==> config.mk <==
export PLATFORM = sky130hd
export DESIGN_NAME = alu_bitserial_seq
export DESIGN_NICKNAME = d
export VERILOG_FILES = /design/src/rtl/alu_bitserial_seq.sv
export SDC_FILE = /design/constraint.sdc
export NUM_CORES = 1
export LEC_CHECK = 0
export CORE_ASPECT_RATIO = 0.9
export CORE_MARGIN = 2
export CORE_UTILIZATION = 45
export DETAILED_ROUTE_END_ITERATION = 12
export PLACE_DENSITY = 0.76
export SLEW_MARGIN = 20
export SYNTH_ARGS = -nofsm -noshare
export SYNTH_HDL_FRONTEND = slang
export SYNTH_SLANG_ARGS = --single-unit
==> constraint.sdc <==
create_clock -name clk -period 2.1 [get_ports clk]
set_input_delay 0.315 -clock clk [delete_from_list [all_inputs] [get_ports clk]]
set_output_delay 0.315 -clock clk [all_outputs]
set_load 0.1 [all_outputs]
==> src/rtl/alu_bitserial_seq.sv <==
// Bit-serial sequencer: steps an external 1-bit ALU slice LSB-first over WIDTH cycles,
// keeping the carry in a register and collecting the slice output in a shift register.
module alu_bitserial_seq #(
  parameter int WIDTH = 24
) (
  input  logic             clk,
  input  logic             reset,
  input  logic             start,
  input  logic [3:0]       op,
  input  logic [WIDTH-1:0] a,
  input  logic [WIDTH-1:0] b,
  output logic             busy,
  output logic             done,
  output logic [WIDTH-1:0] result,
  output logic             zero,
  output logic             carry,
  output logic             overflow,
  output logic             illegal,
  output logic             alu_a,
  output logic             alu_b,
  output logic             alu_ainvert,
  output logic             alu_binvert,
  output logic             alu_cin,
  output logic             alu_less,
  output logic [3:0]       alu_operation,
  input  logic             alu_cout,
  input  logic             alu_result
);

  localparam int IW = (WIDTH > 1) ? $clog2(WIDTH) : 1;
  localparam logic [IW-1:0] LAST_IDX = IW'(WIDTH - 1);

  typedef enum logic [1:0] {S_IDLE, S_RUN, S_DONE} state_t;

  state_t           r_state, w_state_next;
  logic [WIDTH-1:0] r_a, r_b, r_sh, r_result;
  logic [3:0]       r_op;
  logic [IW-1:0]    r_idx;
  logic             r_c, r_zero, r_carry, r_overflow, r_illegal;

  logic             w_legal, w_accept, w_last, w_arith, w_slt, w_set;
  logic [WIDTH-1:0] w_sh_next, w_load;

  always_comb begin
    case (op)
      4'b0000, 4'b0001, 4'b0010, 4'b0110, 4'b0111, 4'b1100: w_legal = 1'b1;
      default:                                               w_legal = 1'b0;
    endcase
  end

  // start only counts in IDLE or DONE; a request during RUN is dropped.
  assign w_accept  = start && (r_state != S_RUN);
  assign w_last    = (r_state == S_RUN) && (r_idx == LAST_IDX);
  assign w_arith   = r_op[1];
  assign w_slt     = (r_op[1:0] == 2'b11);
  assign w_sh_next = {alu_result, r_sh[WIDTH-1:1]};
  // Signed less-than: sign of a-b corrected by overflow, folded into one XOR at the MSB.
  assign w_set     = (alu_a ^ alu_ainvert) ^ (alu_b ^ alu_binvert) ^ alu_cout;
  assign w_load    = w_slt ? {{(WIDTH-1){1'b0}}, w_set} : w_sh_next;

  // NOTE: every signal written in always_comb gets a default first so no latch is inferred.
  always_comb begin
    w_state_next = r_state;
    case (r_state)
      S_IDLE, S_DONE: begin
        if (start)                 w_state_next = w_legal ? S_RUN : S_DONE;
        else if (r_state == S_DONE) w_state_next = S_IDLE;
      end
      S_RUN:   if (w_last) w_state_next = S_DONE;
      default: w_state_next = S_IDLE;
    endcase
  end

  // NOTE: sequential state uses non-blocking assignments so all registers update together.
  always_ff @(posedge clk) begin
    if (reset) r_state <= S_IDLE;
    else       r_state <= w_state_next;
  end

  always_ff @(posedge clk) begin
    if (reset) begin
      r_a        <= '0;
      r_b        <= '0;
      r_op       <= '0;
      r_idx      <= '0;
      r_c        <= 1'b0;
      r_sh       <= '0;
      r_result   <= '0;
      r_zero     <= 1'b0;
      r_carry    <= 1'b0;
      r_overflow <= 1'b0;
      r_illegal  <= 1'b0;
    end else if (w_accept && w_legal) begin
      r_a   <= a;
      r_b   <= b;
      r_op  <= op;
      r_idx <= '0;
      r_c   <= op[2];
      r_sh  <= '0;
    end else if (w_accept) begin
      r_result   <= '0;
      r_zero     <= 1'b1;
      r_carry    <= 1'b0;
      r_overflow <= 1'b0;
      r_illegal  <= 1'b1;
    end else if (r_state == S_RUN) begin
      r_c  <= alu_cout;
      r_sh <= w_sh_next;
      if (w_last) begin
        r_result   <= w_load;
        r_zero     <= (w_load == '0);
        r_carry    <= w_arith & alu_cout;
        r_overflow <= w_arith & (r_c ^ alu_cout);
        r_illegal  <= 1'b0;
      end else begin
        r_idx <= r_idx + IW'(1);
      end
    end
  end

  assign busy     = (r_state == S_RUN);
  assign done     = (r_state == S_DONE);
  assign result   = r_result;
  assign zero     = r_zero;
  assign carry    = r_carry;
  assign overflow = r_overflow;
  assign illegal  = r_illegal;
  assign alu_less = 1'b0;

  always_comb begin
    alu_a         = 1'b0;
    alu_b         = 1'b0;
    alu_ainvert   = 1'b0;
    alu_binvert   = 1'b0;
    alu_cin       = 1'b0;
    alu_operation = 4'b0000;
    if (r_state == S_RUN) begin
      alu_a         = r_a[r_idx];
      alu_b         = r_b[r_idx];
      alu_ainvert   = r_op[3];
      alu_binvert   = r_op[2];
      alu_cin       = r_c;
      alu_operation = {1'b0, r_op[1:0], r_op[2]};
    end
  end

endmodule

==> out/metrics.yaml <==
status:
  outcome: "complete, but fails checks"
  violations: "setup timing"
cts:
  clkLatencyLatePin_ns: 0.35
  cts_tree: "built"
  cts.path.max_buffers: 2
  clk_pin_slew_worst_paths_ns: 0.07
  postCtsHoldBufs: 0
  numCtsBuffers: 9
  cts-root-buf: "clkbuf_16"
  cts.sinks: 111
  cts_max_level: 3
min_path:
  hold_path_class: "primary input to register"
  hold_path.startpoint: "reset"
finish:
  fin_nets: 711
  post-route-util_pct: 61.9
  final_area_mm2: 0.00626
  antenna_cells: 0
  fill_cells: 853
  drive_gt1_share_pct: 20.1
  syn_to_final_growth_pct: 36.0
detailed_routing:
  routed-via-count: 4237
  drt_iter0_markers: 255
  via_per_inst: 5.38
  drc: 0
  antenna_left: 0
  routed_wl_um: 11200
  wl_per_cell_um: 14.2
  dr.pass1.iters: 5
floorplan:
  die_area_mm2: 0.0111
  start_util_pct: 45.5
  die_w_um: 111
  core_mm2: 0.0101
  rows: 35
  ios: 97
  fp.dieH_um: 100
global_routing:
  grtUsageMet2_pct: 36.3
  grt_use_met1_pct: 25.0
  antenna_found_initial: 0
  grt-busiest-layer: "met2"
  grt_use_total_pct: 20.5
  grt_pass1_vias: 4118
  grt_first_pass_wirelength_um: 18700
  grt_max_degree: 35
  met3_usage_pct: 4.83
  grt-ovfl-total: 0
synthesis:
  synth_top_area_cell: "dfxtp_1"
  synth_flop_cell: "dfxtp_1"
  synth.top_cell.area_share_pct: 48.3
  synth.avg_cell_area_um2: 8.32
  ys_types: 48
  synth_warnings: 0
  synthesis.area_mm2: 0.00460
  synthTopCellsByArea: "dfxtp_1 (48%), nand2_1 (13%), a21oi_1 (9.0%)"
  synth_edf_count: 0
  synth-seq-cells: 111
  synth_cells: 553
  ys_seq_area_share_pct: 48.3
  async_flop_share_pct: 0
timing:
  setup_slack_ns: -0.256
  fmax_mhz: 424
  setup_viol: 4
  grt_setup_unrepaired: "true"
  skew_ns: 0.00919
  hold_viol_final: 0
  holdWs_ns: 0.405
  fin_crit_sh_pct: 112
  slew_violations: 0
  layout_min_cycle_time_ns: 2.36
job:
  maxCapViolations: 0
setup_path:
  critical_path.top_delay_family: "multiplexers"
  crit_chain: "buf_12 > mux4_2 > a22oi_2 > and2_4 > buf_6 > a21oi_4 > buf_12"
  cp.required_ns: 1.78
  startpoint_type: "register"
  path_max_fanout: 8
  crit_type: "register to output port"
  cp_slowest_stage_delay_ns: 0.51
  r2r-start: "r_idx[0]$_SDFFE_PP0P_"
  cp_common_cell: "buf_12"
  path_buf_inv: 3
  critPathLaunch: "r_idx[0]$_SDFFE_PP0P_"
  endpoint_kind: "output port"
  crit_arrival_ns: 2.04
  slowest_stage: "mux4_2"
placed_design:
  dp_slack_ns: -0.170
  dp_hpwl_um: 8200
  gp_congestion: 0.866
  place.port_buffers: 94
  place_area_mm2: 0.00586
pwr:
  p_per_area_mw_per_mm2: 725
  irDropWorstVdd_uv: 505
  leakagePower_nw: 2.31
  power_mw: 4.54
==> sequential cells by signal (all words and copies together) (netlist names) <==
register	cells
carry	1
overflow	1
r_a	24
zero	1
r_op	4
illegal	1
r_c	1
r_state	2
r_sh	23
result	24
r_idx	5
r_b	24
==> worst reg2reg max path: stages (launching register included) <==
cell       delay [ns]
dfxtp_4          0.36
buf_12           0.13
mux4_2           0.52
o21ai_2          0.17
nor2_2           0.08
o31a_1           0.33
a2bb2oi_1        0.15
nor2_1           0.12
and3_4           0.19
a41o_1           0.16
==> metrics by stage <==
| step | std cells | TNS, ns |
|---|---|---|
| 2_1_floorplan | 554 | -0.270 |
| 3_3_place_gp | 764 | -5.31 |
| 3_5_place_dp | 764 | -11.57 |
| 4_1_cts | 784 | -1.02 |
| 5_1_grt | 787 | -1.34 |
| 6_report | 787 | -0.797 |
==> path summary, 6_finish.rpt <==
path	to	slack, ns	cells after the start
max	alu_a	-0.26	7
min	illegal$_SDFFE_PP0P_	0.41	2
max reg2reg	zero$_SDFFE_PP0P_	-0.17	9
min reg2reg	r_b[16]$_SDFFE_PP0P_	0.46	2
==> final cells by class <==
type / instances / area, um^2 / area share (%)
Sequential cell: 111 / 2230 / 35.6
Multi-Input combinational cell: 395 / 2240 / 35.8
Clock inverter: 7 / 65.1 / 1.04
Inverter: 4 / 15.0 / 0.240
Tap cell: 129 / 161 / 2.58
Clock buffer: 9 / 225 / 3.60
Timing Repair Buffer: 132 / 1330 / 21.2
==> Yosys cell counts (2+ instances only) <==
library cell and number:
a21oi_1 83, a22oi_1 23, a31oi_1 3, a32oi_1 2, and2_1 5, and3_1 2, buf_1 2, buf_2 2
buf_4 3, buf_6 2, clkbuf_1 34, dfxtp_1 111, inv_1 4, mux2i_1 3, mux4_1 3, mux4_2 8
nand2_1 163, nand3_1 7, nand4_1 6, nor2_1 36, nor2b_1 6, nor3_1 6, nor4_1 5, o21ai_0 7
xnor2_1 2, xor2_1 3
==> power by group <==
part	internal, mW	switching (mW)
Sequential	2.17	0.0407
Clock	0.832	0.790
Combinational	0.310	0.398
==> layout by cell type, fill, tap and decap left out, drive strengths merged, types with 2 or more instances in the layout <==
cell,n
nand2,163
nor2,36
nor3,6
nor2b,6
nand3,8
nand4,6
and2,6
inv,7
a21oi,83
o21ai,7
clkbuf,9
nor4,6
clkdlybuf4s50,55
mux4,11
or2,2
and3,3
buf,77
mux2i,3
conb,2
xnor2,2
clkinv,3
a31oi,3
a22oi,24
dfxtp,111
a32oi,2
xor2,3
==> cell families after synthesis <==
group / count (synthesis) / synth area share (%)
and+or+nand+nor: 245 / 22.6
AOI/OAI and AO/OA: 127 / 16.4
DFF: 111 / 48.3
buffers and inverters: 48 / 4.89
muxes: 15 / 6.52
xor gates and xnor gates: 5 / 0.952
adders and majority gates: 1 / 0.272
other: 1 / 0.0815
==> what timing repair did <==
item                                    CTS  global route
pin swaps                                 6             7
setup buffers                             4             3
endpoints found under the setup margin   27            11
gates resized for setup                   7            18
==> metal layers <==
metal	routed length, um	part of all wire (%)	vias to the layer above
met1	4730	42	2006
met5	0	0	-
met2	5680	51	130
met4	173	1.5	0
met3	626	5.6	14
li1	-	-	2087
Note: power is estimated with default switching activity, not from simulation.
